===== src/rtl/encoder83_pkg.sv =====
// Shared widths, state encodings and reset constants for the 8-to-3 request encoder.
// Optional round-robin selection is enabled with ENCODER83_ROUND_ROBIN_EN.
package encoder83_pkg;
    localparam int REQ_W = 8;
    localparam int IDX_W = 3;

    typedef enum logic {
        ST_IDLE    = 1'b0,
        ST_PRESENT = 1'b1
    } state_e;

    localparam logic [IDX_W-1:0] OUT_IDX_RST = '0;
    localparam logic [IDX_W-1:0] RR_PTR_RST  = 3'd7;

    function automatic logic [REQ_W-1:0] idx2mask(input logic [IDX_W-1:0] idx);
        return REQ_W'(1) << idx;
    endfunction
endpackage


===== src/rtl/encoder83_sequencer_if.sv =====
// Request/issue bus of the encoder: request strobe in, valid/ready index out.
interface encoder83_sequencer_if;
    import encoder83_pkg::*;

    logic             req_valid;
    logic [REQ_W-1:0] req_in;
    logic             out_valid;
    logic             out_ready;
    logic [IDX_W-1:0] out_idx;
    logic [REQ_W-1:0] pending;
    logic             coalesced;

    modport master (
        output req_valid, req_in, out_ready,
        input  out_valid, out_idx, pending, coalesced
    );

    modport slave (
        input  req_valid, req_in, out_ready,
        output out_valid, out_idx, pending, coalesced
    );
endinterface


===== src/rtl/encoder83_sequencer_prio_enc8.sv =====
// Combinational 8-way priority picker: highest index wins, or with
// ENCODER83_ROUND_ROBIN_EN the first set bit at or after start_i (wrapping).
module prio_enc8
    import encoder83_pkg::*;
(
    input  logic [REQ_W-1:0] vec_i,
    input  logic [IDX_W-1:0] start_i,
    output logic             any_o,
    output logic [IDX_W-1:0] idx_o,
    output logic [REQ_W-1:0] mask_o
);
`ifdef ENCODER83_ROUND_ROBIN_EN
    logic [IDX_W-1:0] pos;

    // Walk offsets from farthest to nearest so the nearest hit is assigned last.
    always_comb begin
        idx_o = '0;
        pos   = '0;
        for (int k = REQ_W-1; k >= 0; k--) begin
            pos = start_i + IDX_W'(k);
            if (vec_i[pos]) idx_o = pos;
        end
    end
`else
    logic unused_start;
    assign unused_start = ^start_i;

    always_comb begin
        idx_o = '0;
        for (int i = 0; i < REQ_W; i++) begin
            if (vec_i[i]) idx_o = IDX_W'(i);
        end
    end
`endif

    assign any_o  = |vec_i;
    assign mask_o = any_o ? idx2mask(idx_o) : '0;
endmodule


===== src/rtl/encoder83_sequencer.sv =====
// Registered 8-to-3 request encoder: merges requests into pending and issues one
// index per handshake. Define ENCODER83_ROUND_ROBIN_EN for round-robin selection.
module encoder83_sequencer
    import encoder83_pkg::*;
(
    input  logic                  clk,
    input  logic                  rst,
    encoder83_sequencer_if.slave  bus
);
    state_e           state_q;
    logic [IDX_W-1:0] out_idx_q;
    logic [REQ_W-1:0] pending_q, pending_d;
    logic             coalesced_q, coalesced_d;

    logic             any;
    logic [IDX_W-1:0] sel_idx, start;
    logic [REQ_W-1:0] sel_onehot, sel_mask, req_bits;
    logic             load;

`ifdef ENCODER83_ROUND_ROBIN_EN
    logic [IDX_W-1:0] ptr_q;

    assign start = ptr_q + IDX_W'(1);

    always_ff @(posedge clk) begin
        if (rst)       ptr_q <= RR_PTR_RST;
        else if (load) ptr_q <= sel_idx;
    end
`else
    assign start = '0;
`endif

    prio_enc8 u_prio (
        .vec_i   (pending_q),
        .start_i (start),
        .any_o   (any),
        .idx_o   (sel_idx),
        .mask_o  (sel_onehot)
    );

    // Only registered pending is searched; in PRESENT a load needs the handshake.
    assign load        = any & ((state_q == ST_IDLE) | bus.out_ready);
    assign sel_mask    = load ? sel_onehot : '0;
    assign req_bits    = bus.req_valid ? bus.req_in : '0;
    assign pending_d   = (pending_q & ~sel_mask) | req_bits;
    assign coalesced_d = |(req_bits & pending_q & ~sel_mask);

    always_ff @(posedge clk) begin
        if (rst) begin
            state_q     <= ST_IDLE;
            out_idx_q   <= OUT_IDX_RST;
            pending_q   <= '0;
            coalesced_q <= 1'b0;
        end else begin
            pending_q   <= pending_d;
            coalesced_q <= coalesced_d;
            case (state_q)
                ST_IDLE: begin
                    if (load) begin
                        state_q   <= ST_PRESENT;
                        out_idx_q <= sel_idx;
                    end
                end
                ST_PRESENT: begin
                    if (bus.out_ready) begin
                        if (load) out_idx_q <= sel_idx;
                        else      state_q   <= ST_IDLE;
                    end
                end
                default: state_q <= ST_IDLE;
            endcase
        end
    end

    assign bus.out_valid = (state_q == ST_PRESENT);
    assign bus.out_idx   = out_idx_q;
    assign bus.pending   = pending_q;
    assign bus.coalesced = coalesced_q;
endmodule


===== src/flat_wrapper.sv =====
// flat-port wrapper written by rule: the top's interface ports become plain ports
module encoder83_sequencer_flat import encoder83_pkg::*;
  (clk, rst, bus_req_valid, bus_req_in, bus_out_ready, bus_out_valid, bus_out_idx, bus_pending, bus_coalesced);
  encoder83_sequencer_if bus_i ();
  input  logic clk;
  input  logic rst;
  input wire logic [$bits(bus_i.req_valid)-1:0] bus_req_valid;
  input wire logic [$bits(bus_i.req_in)-1:0] bus_req_in;
  input wire logic [$bits(bus_i.out_ready)-1:0] bus_out_ready;
  output wire logic [$bits(bus_i.out_valid)-1:0] bus_out_valid;
  output wire logic [$bits(bus_i.out_idx)-1:0] bus_out_idx;
  output wire logic [$bits(bus_i.pending)-1:0] bus_pending;
  output wire logic [$bits(bus_i.coalesced)-1:0] bus_coalesced;
  assign bus_i.req_valid = bus_req_valid;
  assign bus_i.req_in = bus_req_in;
  assign bus_i.out_ready = bus_out_ready;
  assign bus_out_valid = bus_i.out_valid;
  assign bus_out_idx = bus_i.out_idx;
  assign bus_pending = bus_i.pending;
  assign bus_coalesced = bus_i.coalesced;
  encoder83_sequencer u_core (.clk(clk), .rst(rst), .bus(bus_i));
endmodule

===== config.mk =====
export PLATFORM = sky130hd
export DESIGN_NAME = encoder83_sequencer_flat
export DESIGN_NICKNAME = d
export VERILOG_FILES = /design/src/rtl/encoder83_pkg.sv /design/src/rtl/encoder83_sequencer_if.sv /design/src/rtl/encoder83_sequencer_prio_enc8.sv /design/src/rtl/encoder83_sequencer.sv /design/src/flat_wrapper.sv
export SDC_FILE = /design/constraint.sdc
export NUM_CORES = 1
export LEC_CHECK = 0
export BUFFER_PORTS_ARGS = -buffer_cell sky130_fd_sc_hd__buf_4
export CORE_MARGIN = 4
export CORE_UTILIZATION = 47
export DETAILED_ROUTE_END_ITERATION = 10
export GPL_TIMING_DRIVEN = 0
export PLACE_DENSITY = 0.75
export SYNTH_ARGS = -nofsm -noshare
export SYNTH_HDL_FRONTEND = slang
export SYNTH_HIERARCHICAL = 1
export SYNTH_SLANG_ARGS = --single-unit

===== constraint.sdc =====
create_clock -name clk -period 2.44 [get_ports clk]
set_input_delay 0 -clock clk [delete_from_list [all_inputs] [get_ports clk]]
set_output_delay 0 -clock clk [all_outputs]
set_load 0.005 [all_outputs]

==> reports/results.ini <==
[clock_network]
cts_buffers = 3
cts_tree = done
clockBufferDepth = 2
cts.clk_slew.worst_paths_ps = 80
clockRootBuffer = clkbuf_4
clock_latency_ps = 270
post_cts_resized = 0
cts_hold_buf = 9
post-cts-setup-buffers = 0
cts.sinks = 13
cts_htree_levels = 1

[die]
die_height_um = 46.92
num_rows = 13
die_x_um = 46.92
die_area_mm2 = 0.002201
start_util_pct = 52.11
ioPinCount = 25
core_area_mm2 = 0.001366

[global_routing]
grt_max_degree = 11
antenna_found_initial = 0
grt_pass1_wl_mm = 3.118
grt_usage_pct = 20.14
grt_remaining_overflow = 0
grt_pass1_vias = 694

[worst_hold_path]
min_from = bus_req_valid
hold_path_end = u_core/bus.coalesced$_SDFF_PP0_
hp-class = in -> reg
min_path_cells = 3

[timing]
finalHoldViolCount = 0
fin_skew_ps = 4.133
layout_setup_ws_ps = 354.9
setup_tns_ps = 0
finalSetupViolations = 0
fmax_mhz = 479.6
fin_crit_ps = 2085
slew_violations = 0
fin_crit_sh_pct = 85.45
rsz0062_at_grt = false
tightest_slew_ps = 473.9
slew_headroom_pct = 68.41

[route]
ant_nets = 0
firstDrtPassIters = 5
routed_wl_mm = 1.953
post-route-drc-count = 0
num_vias = 806
drtIter0Drc = 25
routedWlPerCell_um = 13.75
via_per_inst = 5.676

[power]
clkPwrFrac_pct = 24.9
p_per_area_mw_per_mm2 = 535.7
seq_power_share_pct = 46.6
p_switching_mw = 0.1680
p_leak_nw = 0.4468
vdd_drop_max_mv = 0.3480
power_frac_comb_pct = 28.5
p_sw_share_pct = 30.76
internal_power_mw = 0.3782

[finish]
seqCellArea_um2 = 260.3
multi_input_area_um2 = 389.1
n_fill_cell = 108
syn_to_final_growth_pct = 43.23
layoutNonFillerInstCount = 142
final_cell_mix = 23 x buf_4, 13 x dfxtp_1, 11 x nand3_1, 11 x nor2_1
drive_above_1_share_pct = 26.77
fin_nets = 140
diodes = 0
final_common_cell = buf_4
fin_area_mm2 = 0.001020

[critical_path]
crit_family = simple AND/OR/NAND/NOR gates
cpMostUsedCell = buf_2
cp-end-kind = flop
r2r_start = u_core/bus.pending[6]$_SDFF_PP0_
arrival_ps = 2260
cp_cell_sequence = nor4_4 -> nand2_1 -> or3_1 -> buf_2 -> buf_2 -> nand3_1 -> a32oi_1 -> a311oi_1
start_kind = flop
worstPathRequired_ps = 2620
r2r_slack_ps = 350
worst_r2r_endpoint = u_core/bus.coalesced$_SDFF_PP0_
slowest_delay_ps = 400
rr_worst_depth = 8
cp.buffers_inverters = 2
crit_path_max_fanout = 10
crit_path_top_delay_cell = dfxtp_1
path_class = reg -> reg

[placement]
detailed_place_hpwl_mm = 1.294
dp_cells = 129
pre_cts_ws_ps = 386.6
gp_congestion = 0.8012
port_buffers = 23
placed_area_um2 = 903.4

[synth]
syn-cell-area_um2 = 711.9
syn_inst = 91
yosysWarnings = 6
postSynthAreaPerCell_um2 = 7.823
synth_nets = 103

[run_status]
status = finished, final reports clean

[job]
max-cap-violations = 0

[per-stage QoR]
stage	total power [mW]	hold slack [ps]	utilization [%]
after floorplan	0.3390	69.07	-
after global placement	0.3979	188.0	66.12
after detailed placement	0.4007	190.4	66.12
after CTS	0.5489	119.0	74.63
after global routing	0.5855	117.0	74.63
final	0.5462	144.7	74.63
[worst min-delay path, delay by kind of cell]
family / cells / cell delay (ps)
buffers and inverters: 2 / 320
AO/OA/AOI/OAI: 1 / 50
[power groups by stage]
stage	logic [mW]	clock network (mW)	registers [mW]
after floorplan	0.0814	0	0.258
after detailed placement	0.142	0	0.259
after global routing	0.172	0.156	0.258
final	0.155	0.136	0.255
after CTS	0.154	0.141	0.254
after global placement	0.140	0	0.258
[state kept, by name, indices dropped and copies added (netlist names)]
signal and count:
u_core/bus.pending 8, u_core/bus.out_idx 3, u_core/bus.coalesced 1, u_core/bus.out_valid 1
[area by class of cell]
class                      count  share of cell area, %
clock buffer                   4                  2.577
timing repair buffer          32                  25.77
buffer                         7                  4.294
inverter                       5                  1.840
tap                           15                  1.840
multi-input combinational     66                  38.16
sequential                    13                  25.52
[routing by layer]
metal / GRT usage, % / part of all wire, % / vias to the layer above
met5: 0 / 0 / -
met4: 8.287 / 1.2 / 0
met3: 4.598 / 9.7 / 4
met2: 32.79 / 45 / 41
met1: 25.52 / 44 / 362
li1: - / - / 399
[how the worst max path moves through the flow]
stage	startpoint	end	slack [ps]	cells after the start
floorplan	u_core/bus.pending[6]$_SDFF_PP0_	u_core/bus.coalesced$_SDFF_PP0_	630	8
CTS	u_core/bus.pending[6]$_SDFF_PP0_	u_core/bus.coalesced$_SDFF_PP0_	360	8
finish	u_core/bus.pending[6]$_SDFF_PP0_	u_core/bus.coalesced$_SDFF_PP0_	350	8
global route	u_core/bus.pending[6]$_SDFF_PP0_	u_core/bus.coalesced$_SDFF_PP0_	210	8
detailed placement	u_core/bus.pending[4]$_SDFF_PP0_	u_core/bus.coalesced$_SDFF_PP0_	390	8
global placement	u_core/bus.pending[4]$_SDFF_PP0_	u_core/bus.coalesced$_SDFF_PP0_	420	8
Note: power is estimated with default switching activity, not from simulation.
